## src/rtl/imem_arbiter_if.sv

```systemverilog
// Bus bundle between the instruction-memory arbiter, its two requesters (fetch, loader)
// and the single-port program memory.
interface imem_arbiter_if #(
    parameter int counter_width = 32,
    parameter int word_width    = 32
);
    logic                     f_req;
    logic [counter_width-1:0] f_addr;
    logic                     f_gnt;
    logic [word_width-1:0]    f_instr;

    logic                     l_req;
    logic [counter_width-1:0] l_addr;
    logic [word_width-1:0]    l_wdata;
    logic                     l_last;
    logic                     l_gnt;
    logic                     l_done;

    logic                     mem_we;
    logic [counter_width-1:0] mem_addr;
    logic [word_width-1:0]    mem_wdata;
    logic [word_width-1:0]    mem_rd_data;

    modport slave (
        input  f_req, f_addr, l_req, l_addr, l_wdata, l_last, mem_rd_data,
        output f_gnt, f_instr, l_gnt, l_done, mem_we, mem_addr, mem_wdata
    );

    modport master (
        output f_req, f_addr, l_req, l_addr, l_wdata, l_last, mem_rd_data,
        input  f_gnt, f_instr, l_gnt, l_done, mem_we, mem_addr, mem_wdata
    );
endinterface

```

## src/rtl/imem_arbiter.sv

```systemverilog
// Arbitrates a single-port program memory between fetch reads and bounded loader write bursts.
// Defining IMEM_ARB_PERF_EN adds the saturating fetch-stall counter output fstall_cnt.
module imem_arbiter #(
    parameter int counter_width = 32,
    parameter int word_width    = 32,
    parameter int max_burst     = 8
) (
    input  logic          clk,
    input  logic          reset,
    imem_arbiter_if.slave bus
`ifdef IMEM_ARB_PERF_EN
    ,
    output logic [31:0]   fstall_cnt
`endif
);

    typedef enum logic {FETCH, LOAD} owner_e;

    localparam logic [7:0] LastBeat = 8'(max_burst - 1);

    owner_e                   owner_q, owner_d;
    logic [7:0]               bcnt_q, bcnt_d;
    logic                     l_done_q, l_done_d;
    logic                     f_gnt, l_gnt, burst_end;
    logic [counter_width-1:0] addr_mux;
    logic [word_width-1:0]    rd_data;

    always_comb begin
        f_gnt     = 1'b0;
        l_gnt     = 1'b0;
        owner_d   = owner_q;
        bcnt_d    = bcnt_q;
        burst_end = bus.l_last || (bcnt_q == LastBeat);

        case (owner_q)
            FETCH: begin
                if (bus.f_req) begin
                    f_gnt   = 1'b1;
                    owner_d = bus.l_req ? LOAD : FETCH;
                    bcnt_d  = 8'd0;
                end else if (bus.l_req) begin
                    l_gnt = 1'b1;
                end
            end
            LOAD: begin
                if (bus.l_req) begin
                    l_gnt = 1'b1;
                end else begin
                    f_gnt   = bus.f_req;
                    owner_d = FETCH;
                    bcnt_d  = 8'd0;
                end
            end
            default: begin
                owner_d = FETCH;
                bcnt_d  = 8'd0;
            end
        endcase

        // A beat taken directly from FETCH counts as the first beat of the burst.
        if (l_gnt) begin
            if (burst_end) begin
                owner_d = FETCH;
                bcnt_d  = 8'd0;
            end else begin
                owner_d = LOAD;
                bcnt_d  = bcnt_q + 8'd1;
            end
        end

        l_done_d = l_gnt && bus.l_last;
    end

    always_ff @(posedge clk or posedge reset) begin
        if (reset) begin
            owner_q  <= FETCH;
            bcnt_q   <= 8'd0;
            l_done_q <= 1'b0;
        end else begin
            owner_q  <= owner_d;
            bcnt_q   <= bcnt_d;
            l_done_q <= l_done_d;
        end
    end

    assign addr_mux      = l_gnt ? bus.l_addr : bus.f_addr;
    assign rd_data       = bus.mem_rd_data;
    assign bus.f_gnt     = f_gnt;
    assign bus.l_gnt     = l_gnt;
    assign bus.l_done    = l_done_q;
    assign bus.mem_we    = l_gnt;
    assign bus.mem_addr  = addr_mux;
    assign bus.mem_wdata = bus.l_wdata;
    assign bus.f_instr   = rd_data;

`ifdef IMEM_ARB_PERF_EN
    logic [31:0] fstall_q, fstall_d;

    always_comb begin
        fstall_d = fstall_q;
        if (bus.f_req && !f_gnt && (fstall_q != 32'hFFFF_FFFF)) begin
            fstall_d = fstall_q + 32'd1;
        end
    end

    always_ff @(posedge clk or posedge reset) begin
        if (reset) begin
            fstall_q <= 32'd0;
        end else begin
            fstall_q <= fstall_d;
        end
    end

    assign fstall_cnt = fstall_q;
`endif

endmodule

```

## src/flat_wrapper.sv

```systemverilog
// flat-port wrapper written by rule: the top's interface ports become plain ports
module imem_arbiter_flat 
#(
    parameter int counter_width = 32,
    parameter int word_width    = 32,
    parameter int max_burst     = 8
)
  (clk, reset, bus_f_req, bus_f_addr, bus_l_req, bus_l_addr, bus_l_wdata, bus_l_last, bus_mem_rd_data, bus_f_gnt, bus_f_instr, bus_l_gnt, bus_l_done, bus_mem_we, bus_mem_addr, bus_mem_wdata);
  imem_arbiter_if #(.counter_width(counter_width), .word_width(word_width)) bus_i ();
  input  logic clk;
  input  logic reset;
  input wire logic [$bits(bus_i.f_req)-1:0] bus_f_req;
  input wire logic [$bits(bus_i.f_addr)-1:0] bus_f_addr;
  input wire logic [$bits(bus_i.l_req)-1:0] bus_l_req;
  input wire logic [$bits(bus_i.l_addr)-1:0] bus_l_addr;
  input wire logic [$bits(bus_i.l_wdata)-1:0] bus_l_wdata;
  input wire logic [$bits(bus_i.l_last)-1:0] bus_l_last;
  input wire logic [$bits(bus_i.mem_rd_data)-1:0] bus_mem_rd_data;
  output wire logic [$bits(bus_i.f_gnt)-1:0] bus_f_gnt;
  output wire logic [$bits(bus_i.f_instr)-1:0] bus_f_instr;
  output wire logic [$bits(bus_i.l_gnt)-1:0] bus_l_gnt;
  output wire logic [$bits(bus_i.l_done)-1:0] bus_l_done;
  output wire logic [$bits(bus_i.mem_we)-1:0] bus_mem_we;
  output wire logic [$bits(bus_i.mem_addr)-1:0] bus_mem_addr;
  output wire logic [$bits(bus_i.mem_wdata)-1:0] bus_mem_wdata;
  assign bus_i.f_req = bus_f_req;
  assign bus_i.f_addr = bus_f_addr;
  assign bus_i.l_req = bus_l_req;
  assign bus_i.l_addr = bus_l_addr;
  assign bus_i.l_wdata = bus_l_wdata;
  assign bus_i.l_last = bus_l_last;
  assign bus_i.mem_rd_data = bus_mem_rd_data;
  assign bus_f_gnt = bus_i.f_gnt;
  assign bus_f_instr = bus_i.f_instr;
  assign bus_l_gnt = bus_i.l_gnt;
  assign bus_l_done = bus_i.l_done;
  assign bus_mem_we = bus_i.mem_we;
  assign bus_mem_addr = bus_i.mem_addr;
  assign bus_mem_wdata = bus_i.mem_wdata;
  imem_arbiter #(.counter_width(counter_width), .word_width(word_width), .max_burst(max_burst)) u_core (.clk(clk), .reset(reset), .bus(bus_i));
endmodule
```

## config.mk

```make
export PLATFORM = sky130hd
export DESIGN_NAME = imem_arbiter_flat
export DESIGN_NICKNAME = d
export VERILOG_FILES = /design/src/rtl/imem_arbiter_if.sv /design/src/rtl/imem_arbiter.sv /design/src/flat_wrapper.sv
export SDC_FILE = /design/constraint.sdc
export NUM_CORES = 1
export LEC_CHECK = 0
export CORE_AREA = 2 2 91 93
export CTS_CLUSTER_DIAMETER = 50
export DETAILED_ROUTE_END_ITERATION = 10
export DIE_AREA = 0 0 93 95
export PLACE_DENSITY = 0.69
export RECOVER_POWER = 25
export SYNTH_ARGS = -nofsm -noshare
export SYNTH_HDL_FRONTEND = slang
export SYNTH_SLANG_ARGS = --single-unit
```

## constraint.sdc

```tcl
create_clock -name clk -period 1.7 [get_ports clk]
set_input_delay 0.425 -clock clk [delete_from_list [all_inputs] [get_ports clk]]
set_output_delay 0.425 -clock clk [all_outputs]
set_load 0.1 [all_outputs]
```

After elaboration in Yosys (flattened, before gate mapping):

Index checks and enable logic that the tools add are counted.

* register bits: 10
* input bits: 133
* logic and storage cells: 27
* output and inout port bits: 100

* bitwise logic cells: 1
* equal/unequal tests: 3
* mux-type cells: 16
* $add $sub $neg: 1
* reduce and logical (&&, ||, !) cells: 3

Operators with widths (number)
* two-way mux 32 bit: 1
* two-way mux 8 bit: 4
* case mux 8 bit (2 select lines): 1
* adder 8 x 1 -> 8 bit, second input constant: 1
* equality test 8 x 3 -> 1 bit, second input constant: 1
* two-way mux 1 bit: 7
* case mux 1 bit (2 select lines): 3
* != test 3 x 2 -> 1 bit, second input constant: 1
* != test 3 bit, second input constant: 1
* AND reduction 2 bit: 1
* logical AND 1 bit: 1
* logical OR 1 bit: 1
* inverter 1 bit: 1

Depth between registers and ports, before layout:

Gate-level depths: netlist (run 1).

* word-level depth: 5
* depth in mapped cells: 5
* gate-level depth less buffers: 5

Least setup slack after synthesis (run 1):

No wires, ideal clock.

* path kind: input -> output
* start point: input port bus_f_req
* end point: output port bus_f_gnt
* path buffers: 0
* data required time: 1.275 ns
* cell stages on the path: 1
* setup slack: -1.339 ns
* arrival: 2.614 ns
* path through: a21boi_0

* word-level cells in the longest chain between the ends: 2
* elaborated cells between the ends (all ways): 3
* classes of those cells: mux (3)

Ends and longest elaborated chain
* from (decl): line flat_wrapper.sv:12 `input wire logic [$bits(bus_i.f_req)-1:0] bus_f_req;`
* two-way mux 1 bit (on tied branches): line imem_arbiter.sv:46, imem_arbiter.sv:37
* case mux 1 bit (2 select lines) (*): line imem_arbiter.sv:35 `case (owner_q)`
* to (decl): line flat_wrapper.sv:19 `output wire logic [$bits(bus_i.f_gnt)-1:0] bus_f_gnt;`

Every way passes the cells marked *; elsewhere a longest branch is shown, timed or not.

Worst setup path after layout (run 1):

* start point: register u_core.owner_q
* end point: output port bus_mem_addr[23]

* word-level cells in the longest chain between the ends: 3

Ends and longest elaborated chain
* from (decl): line imem_arbiter.sv:21 `owner_e owner_q, owner_d;`
* from (signal assigned): line imem_arbiter.sv:80 `owner_q <= owner_d;`
* inverter 1 bit: line imem_arbiter.sv:35
* case mux 1 bit (2 select lines) (*): line imem_arbiter.sv:35
* two-way mux 32 bit (*): line imem_arbiter.sv:86 `assign addr_mux = l_gnt ? bus.l_addr : bus.f_addr;`
* to (decl): line flat_wrapper.sv:24 `output wire logic [$bits(bus_i.mem_addr)-1:0] bus_mem_addr;`

Marks and branches as above.

==> metrics.txt, run 1 <==
status=finished, violations left; violated checks=setup timing; Starting Density=0.180; dpl ws=-579 ps; first-pass GRT wire length=7310 µm; Critical Path Source Type=flop; GP Congestion=0.816; Layout area overhead=95.6%; Port Buffer Count=104; Slew @ Worst Pin=400 ps; P_leak=1.23 nW; Net Sw Frac=0.453; initial drt markers=12; Seq cells post-synth=10; Final Hold Vio Count=0; Die W=93 µm; PwrDens=682 nW/µm²; Cell Area, Synth=1420 µm²; H-tree levels=1; site row count=33; EDFF count, synth=0; root buffer cell=clkbuf_8; Clk network pwr share=0.163; overall routing resource usage=0.110; grt total ovfl=0; clk_lat worst skew=240 ps; Worst VDD drop=235 µV; Synth Area in Compound Gates=0.0545; multiplexer area fraction after synthesis=0.260; WP data required=1270 ps; sequential share of power=0.131; grt peak-use layer=met2; Hold Crit Class=flop to flop; GR Layer Usage met2=0.211; io pins=233; setup ws final=-323 ps; Max clock buf depth=2; Adder-Cell Fraction of Synth Area=0.00879; M1 GR Usage=0.0948; Filler Cells Inserted=768; largest net degree at the start of global routing=11; Synth Flop Type=dfrtp_1; Logic pwr share=0.706; Tmin final=2020 ps; # diodes=0; P_sw=0.861 mW; post-DP HPWL=4460 µm; fin cells=314; DRC violations left=0; Synth Area in Simple Gates=0.102; max-cap viol count=0; 1st-pass router iterations=4; share of layout cells above drive strength 1=0.455; Total Wirelength=5300 µm; placed insts=306; initial antenna violation count=0; placed cell areas=2610 µm²; Final Cycle Share=1.19; Final Cell Area=2790 µm²; Area contributors post-synth=buf_4 34%, mux2_2 25%, dfrtp_1 18%; die extent in y=95 µm; skew final=2.32 ps; Post-Synth XOR/XNOR Area=0.0185; top-count cell post-synth=buf_4; Die ar.=8840 µm²; Post-Syn Nets=290; clock tree from TritonCTS=built; met3 usage=0.0583; via count=1273; vias in the first global route=1311; CTS Hold Bufs=0; Vias/cell=4.05; r2r worst-path depth=6; fin. max-slew vios=0; Distinct cells, synth=29; final setup fails=34; Num CTS Buffers=3; fmax=0.494 GHz; relative slew slack=0.733; top cell type's share of synthesized area=0.343; RSZ-0062 raised after global routing=yes; Worst Setup End Kind=output pin; Routed Antenna Nets=0; Final Net Count=344; WL per Instance=16.9 µm; hold path cells=2; Reg clk slew, reported paths=50 ps; Internal=1.04 mW; YS warnings=0; core footprint=7930 µm²; largest family of logic cells by synthesized area=buffers and inverters; Crit Path Class=flop to output pin; Synth area leader=buf_4; cells after synthesis=156; CTS sink cnt=10; Post-Syn Area per Cell=9.13 µm²; Pwr Total=1.90 mW; CP arrival=1600 ps; CP max FO=5; Seq/Total Area, Yosys=0.176; commonest cells in the netlist=65 x buf_4, 32 x mux2_2, 10 x dfrtp_1, 6 x nand2_1, 5 x o21ai_0; share of synthesized registers carrying an async set or reset=1.00
==> flip-flops by register name, indices dropped and copies added (netlist names) <==
register           flops
u_core.owner_q         1
u_core.bus.l_done      1
u_core.bcnt_q          8
==> per-stage QoR <==
stage	setup TNS (ps)	utilization	hold WS, ps
CTS	-10780	0.355	472
detailed placement	-19370	0.329	517
floorplan	-933	-	265
finish	-9710	0.351	527
global placement	-18720	0.329	495
global route	-11280	0.351	549
==> metal layers <==
metal  vias up  wire length, µm
li1        569                -
met4         0              134
met3        16              819
met1       562             1380
met2       126             2960
met5         -                0
==> logic make-up after synthesis <==
family                   Yosys count
flip-flops                        10
XOR/XNOR                           3
multiplexers                      33
AND/OR/NAND/NOR                   24
buffers and inverters             73
adder cells (fa/ha/maj)            1
AO/OA/AOI/OAI                     12
==> path summary, 6_finish.rpt <==
check                      slack (ps)                          from                      endpoint
min                               530  u_core.bcnt_q[7]$_DFFE_PP0P_  u_core.bcnt_q[7]$_DFFE_PP0P_
max reg2reg                       330      u_core.owner_q$_DFF_PP0_  u_core.bcnt_q[4]$_DFFE_PP0P_
max                              -320      u_core.owner_q$_DFF_PP0_              bus_mem_addr[23]
max in group asynchronous         810                         reset  u_core.bcnt_q[3]$_DFFE_PP0P_
min in group asynchronous         600                         reset   u_core.bus.l_done$_DFF_PP0_
min reg2reg                       530  u_core.bcnt_q[7]$_DFFE_PP0P_  u_core.bcnt_q[7]$_DFFE_PP0P_
==> power by group through the flow <==
stage / Sequential (mW) / Combinational, mW / Clock, mW
floorplan: 0.262 / 1.45 / 0
global placement: 0.253 / 1.28 / 0
detailed placement: 0.253 / 1.29 / 0
CTS: 0.249 / 1.36 / 0.316
global route: 0.250 / 1.38 / 0.324
finish: 0.249 / 1.34 / 0.310
==> area by class of cell <==
| type | instances | area, µm² | area share |
|---|---|---|---|
| Timing Repair Buffer | 118 | 1550 | 0.558 |
| Multi-Input combinational cell | 73 | 777 | 0.279 |
| Sequential cell | 10 | 250 | 0.0898 |
| Tap cell | 105 | 131 | 0.0472 |
| Clock buffer | 4 | 55.1 | 0.0198 |
| Inverter | 4 | 18.8 | 0.00674 |
==> timing repair <==
action / CTS / global route
setup buffers: 3 / 0
endpoints found under the setup margin: 35 / 34
gates cloned: 2 / 0
gates resized for setup: 23 / 0
endpoints found under the hold margin: 0 / 0
pin swaps: 1 / 0
==> placed cells by master (no fill, tap or decap) <==
cell             synthesis  routed
clkbuf_8                 0       4
o21ai_0                  5       5
and3_2                   1       1
clkinvlp_4               0       1
nand2_1                  6       6
a41oi_1                  2       2
dlygate4sd2_1            0       1
ha_1                     1       1
nor3b_4                  1       1
xnor2_1                  2       2
inv_1                    3       2
nand4_1                  2       2
buf_6                    3       4
nor3_1                   2       2
xor2_1                   1       1
nand2_2                  2       1
buf_4                   65       8
nand3_1                  4       4
nand2_8                  0       1
a31oi_1                  2       2
buf_12                   0      37
a32o_1                   1       1
inv_2                    1       1
dfrtp_1                 10      10
nand2b_4                 1       1
a21oi_1                  1       1
clkdlybuf4s15_1          0       1
and3_1                   1       1
mux2_4                   0      32
a21boi_4                 0       1
buf_16                   0       1
nor2_1                   2       2
and2_1                   1       1
dlygate4sd3_1            0       1
or3_2                    1       1
mux2i_1                  1       1
clkdlybuf4s50_1          0      65
==> worst max-delay path, stage by stage (launching register included) <==
cell	delay [ps]
dfrtp_1	370
nand2b_4	170
nand2_8	80
buf_6	120
buf_12	120
mux2_4	310
buf_12	170
No activity file was read; power rests on OpenSTA's default activity.
==> run 2: changes to the inputs <==
--- a/constraint.sdc
+++ b/constraint.sdc
@@ -3,2 +3,2 @@
 set_output_delay 0.425 -clock clk [all_outputs]
-set_load 0.1 [all_outputs]
+set_load 0.05 [all_outputs]
==> run 2 against run 1 <==
The flow still finishes with violations (setup timing); hold slack got worse by 57 ps; sequential share of layout area rose by 0.52 points; final cell count is the same; design area shrank 5.4%; global-route usage decreased by 0.92 points; first-iteration DRC count rose to 2.8 times the previous value; critical path type unchanged.
==> metrics.txt, run 2 (synthesis gave the netlist of run 1 again) <==
CP max FO=8; io pins=233; Layout area overhead=85.0%; first-pass GRT wire length=6730 µm; internal reg-to-reg setup slack=290 ps; Hold Crit Class=primary input to asynchronous set/reset pin; Worst Setup End Kind=output pin; clk_lat worst skew=240 ps; Slowest-stage cell, CP=dfrtp_1; WL per Instance=16.2 µm; WP data required=1270 ps; site row count=33; Clk network pwr share=0.197; max-cap viol count=0; Vias/cell=3.89; Total Wirelength=5090 µm; CP Launch Point=u_core.owner_q$_DFF_PP0_; P_sw=0.551 mW; Starting Density=0.180; grt total ovfl=0; final core occ=0.332; Net Sw Frac=0.364; Final Hold Vio Count=0; Crit Path Class=flop to output pin; final setup fails=34; crit-path cells=nand2b_4 -> nand2_8 -> buf_6 -> mux2_4 -> buf_6; Reg clk slew, reported paths=50 ps; violated checks=setup timing; Worst VDD drop=203 µV; RR Startpoint=u_core.owner_q$_DFF_PP0_; clock tree from TritonCTS=built; H-tree levels=1; Final Cycle Share=1.17; vias in the first global route=1252; CP arrival=1560 ps; PwrDens=574 nW/µm²; CTS Hold Bufs=0; GP Congestion=0.728; Biggest register=u_core.bcnt_q; Logic pwr share=0.638; Routed Antenna Nets=0; relative slew slack=0.746; cell mode on critical path=buf_6; Internal=0.962 mW; Max clock buf depth=2; P_leak=1.17 nW; overall routing resource usage=0.101; Die ar.=8840 µm²; Final Net Count=344; initial antenna violation count=0; largest net degree at the start of global routing=11; skew final=2.29 ps; fin. max-slew vios=0; Die W=93 µm; setup ws final=-286 ps; Largest register FFs=8; via count=1220; core footprint=7930 µm²; Tmin final=1990 ps; commonest non-fill, non-tap cell in the layout=clkdlybuf4s50_1; initial drt markers=33; root buffer cell=clkbuf_8; most frequent cells in the layout=66 x clkdlybuf4s50_1, 32 x mux2_4, 31 x buf_8; sequential share of power=0.165; DRC violations left=0; Port Buffer Count=104; 1st-pass router iterations=4; share of layout cells above drive strength 1=0.459; Num CTS Buffers=3; fmax=0.503 GHz; # diodes=0; CTS sink cnt=10; RSZ-0062 raised after global routing=yes; Final Cell Area=2630 µm²; status=finished, violations left; die extent in y=95 µm; Slew @ Worst Pin=380 ps; slowest stage delay, CP=380 ps; placed cell areas=2110 µm²; Critical Path Source Type=flop; post-DP HPWL=3930 µm
run 2: cell count changes in the layout (fill, tap and decap cells not counted), sizes merged:
cell           previous run  this run
buf                      50        48
clkbuf                    4         6
clkdlybuf4s50            65        66
dlygate4sd3               1         0
run 2: worst max-delay path: cells and delay by family (launching register included):
family        cells  cell delay, ps
buf+inv           2             320
flops             1             380
mux               1             320
simple gates      2             310
run 2: repair_timing:
item                       in CTS  in global routing
pin swaps                       1                  0
gates cloned                    1                  2
setup endpoints to repair      35                 34
setup buffers                   0                  1
gates resized for setup        65                 40
run 2: routing by layer:
layer,GRT usage,share of wire,vias to the layer above
li1,-,-,575
met2,0.164,0.51,96
met1,0.113,0.35,545
met5,0,0,-
met4,0.0417,0.014,0
met3,0.0503,0.12,4
run 2: power by group through the flow:
| stage | logic (mW) | clock network [mW] | registers (mW) |
|---|---|---|---|
| 4_1_cts | 0.871 | 0.306 | 0.249 |
| 3_5_place_dp | 0.747 | 0 | 0.252 |
| 2_1_floorplan | 0.825 | 0 | 0.257 |
| 5_1_grt | 1.00 | 0.320 | 0.249 |
| 6_report | 0.966 | 0.298 | 0.249 |
| 3_3_place_gp | 0.743 | 0 | 0.253 |
run 2: layout make-up:
| class | count | area, µm² |
|---|---|---|
| multi-input combinational | 73 | 769 |
| inverter | 4 | 18.8 |
| timing repair buffer | 118 | 1410 |
| clock buffer | 4 | 55.1 |
| tap | 105 | 131 |
| sequential | 10 | 250 |
| fill | 806 | 5290 |
run 2: final timing paths:
check | endpoint | depth (start not counted)
setup / recovery | bus_mem_addr[14] | 5
min in group clk | u_core.bcnt_q[0]$_DFFE_PP0P_ | 1
hold / removal | u_core.bcnt_q[7]$_DFFE_PP0P_ | 2
setup reg to reg | u_core.bcnt_q[4]$_DFFE_PP0P_ | 6
hold reg to reg | u_core.bcnt_q[0]$_DFFE_PP0P_ | 1
max in group asynchronous | u_core.owner_q$_DFF_PP0_ | 2
run 2: per-stage QoR:
stage / std cells / hold slack (ps) / total power [mW] / worst slack [ps] / setup TNS, ps
floorplan: 156 / 265 / 1.08 / 0.000555 / 0
global placement: 306 / 498 / 0.995 / -617 / -20500
detailed placement: 306 / 522 / 1.00 / -643 / -21890
CTS: 311 / 488 / 1.43 / -299 / -9550
global route: 314 / 528 / 1.57 / -337 / -10610
finish: 314 / 470 / 1.51 / -286 / -8810
==> run 3: changes to the inputs <==
ABC_AREA = 1   (was unset)
PLACE_DENSITY = 0.7   (was 0.69)
==> run 3 against run 2 <==
The flow still finishes with violations (setup timing); first-iteration DRC count fell by 6.1%; via count rose by 32%; core utilization rose by 3.0 points; critical endpoint is now bus_mem_addr[6]; critical path type unchanged; design area rose by 9.2%; non-clock buffer count fell by 1.
==> metrics.txt, run 3 <==
status=finished, violations left; violated checks=setup timing; CP max FO=11; core footprint=7930 µm²; Num CTS Buffers=3; share of synthesized registers carrying an async set or reset=1.00; Die W=93 µm; CTS sink cnt=10; register cell area after layout=250 µm²; Area contributors post-synth=buf_4 35%, nand2_1 30%, dfrtp_1 17%; initial antenna violation count=0; Final Cell Area=2880 µm²; Largest register FFs=8; Distinct cells, synth=20; clk_lat worst skew=240 ps; GP Congestion=0.748; fin. max-slew vios=0; site row count=33; crit-path cells=inv_2 -> nand2_4 -> nand2_8 -> inv_8 -> buf_16 -> nand2_2 -> nand2_2 -> buf_12; post-DP HPWL=4260 µm; Critical Path Source Type=flop; Final Net Count=427; final setup fails=32; # diodes=0; setup ws final=-116 ps; fmax=0.551 GHz; RSZ-0062 raised after global routing=yes; Worst Setup End Kind=output pin; placed insts=386; Synth Flop Type=dfrtp_1; Max clock buf depth=2; Crit Path Class=flop to output pin; root buffer cell=clkbuf_8; Total Wirelength=5780 µm; clock tree from TritonCTS=built; cell mode on critical path=nand2_2; P_leak=1.30 nW; Tmin final=1820 ps; top-count cell post-synth=nand2_1; placed cell areas=2560 µm²; skew final=3.41 ps; commonest non-fill, non-tap cell in the layout=clkdlybuf4s50_1; io pins=233; buffering stage count on the worst path with inverters included=4; grt total ovfl=0; cells after synthesis=242; Post-Syn Area per Cell=6.08 µm²; WL per Instance=14.6 µm; PwrDens=584 nW/µm²; overall routing resource usage=0.124; fin cells=397; hold slack=478 ps; Final Hold Vio Count=0; vias in the first global route=1643; die extent in y=95 µm; Cell Area, Synth=1470 µm²; final core occ=0.363; most frequent cells in the layout=66 x clkdlybuf4s50_1, 62 x nand2_2, 57 x nand2_1; Hold Crit Class=primary input to asynchronous set/reset pin; H-tree levels=1; multi-input logic area=808 µm²; DRC violations left=0; EDFF count, synth=0; commonest cells in the netlist=117 x nand2_1, 68 x buf_4, 10 x dfrtp_1, 9 x inv_1, 7 x nand3_1; YS warnings=0; WP data required=1270 ps; relative slew slack=0.726; initial drt markers=31; largest net degree at the start of global routing=18; Seq/Total Area, Yosys=0.170; Slowest-stage cell, CP=dfrtp_1; Die ar.=8840 µm²; via count=1606; first-pass GRT wire length=8410 µm; Top Family by Delay on Critical Path=buffers and inverters; Starting Density=0.185; max-cap viol count=0; Seq cells post-synth=10; Final Cycle Share=1.07; Port Buffer Count=104; Synth area leader=buf_4; Worst VDD drop=227 µV; share of layout cells above drive strength 1=0.425; Vias/cell=4.05; Biggest register=u_core.bcnt_q; slowest stage delay, CP=390 ps; CP arrival=1390 ps; top cell type's share of synthesized area=0.347; 1st-pass router iterations=4; Layout area overhead=95.6%; Routed Antenna Nets=0; Reg clk slew, reported paths=50 ps; Filler Cells Inserted=800; dpl ws=-423 ps; Slew @ Worst Pin=411 ps; Post-Syn Nets=376
run 3: changes by cell type in the layout (fill, tap and decap cells not counted), sizes merged, moves of 4 or more:
cell   change
mux2      -32
nor2       +6
nand2    +113
inv        +9
nand3      +4
run 3: cells by family (layout without fill, tap and decap cells):
logic type                 after synthesis  in the layout  share of synthesized area
AOI/OAI and AO/OA                        8              8                     0.0332
xor gates and xnor gates                 2              2                     0.0119
adders and majority gates                1              1                    0.00851
buffers and inverters                   83            133                      0.388
DFF                                     10             10                      0.170
and+or+nand+nor                        138            138                      0.388
run 3: final cells by class:
class,instances,area share
Inverter,12,0.0183
Clock buffer,4,0.0191
Sequential cell,10,0.0870
Timing Repair Buffer,117,0.549
Multi-Input combinational cell,149,0.281
Tap cell,105,0.0457
run 3: routing by layer:
metal	vias to the layer above	track usage	routed length, µm
met5	-	0	0
met4	0	0.0686	250
met3	37	0.0335	523
met2	76	0.215	2990
met1	724	0.139	2020
li1	769	-	-
run 3: where the power goes:
group	total [mW]	switching (mW)	leakage, nW	internal [mW]
Combinational	1.12	0.559	1.14	0.560
Sequential	0.250	0.00499	0.137	0.245
Clock	0.310	0.105	0.0288	0.205
run 3: metrics by stage:
stage	total power, mW	TNS, ps
after floorplan	1.09	0
after global placement	1.26	-13940
after detailed placement	1.27	-13470
after CTS	1.68	-4000
after global routing	1.75	-5240
final	1.68	-3050
run 3: what timing repair did:
item / 4_1_cts / 5_1_grt
resized for setup: 57 / 9
buffers inserted: 3 / 2
cloned: 3 / 0
hold buffers: 0 / 0
pin swaps: 1 / 1
setup endpoints to repair: 35 / 34
run 3: final timing paths:
path / cells after the start / to / slack (ps) / from
min: 2 / u_core.bcnt_q[4]$_DFFE_PP0P_ / 480 / reset
max: 8 / bus_mem_addr[6] / -120 / u_core.owner_q$_DFF_PP0_
min in group clk: 2 / u_core.bcnt_q[7]$_DFFE_PP0P_ / 510 / u_core.bcnt_q[7]$_DFFE_PP0P_
max in group asynchronous: 2 / u_core.owner_q$_DFF_PP0_ / 930 / reset
min reg2reg: 2 / u_core.bcnt_q[7]$_DFFE_PP0P_ / 510 / u_core.bcnt_q[7]$_DFFE_PP0P_
max reg2reg: 8 / u_core.bcnt_q[7]$_DFFE_PP0P_ / 440 / u_core.bcnt_q[0]$_DFFE_PP0P_
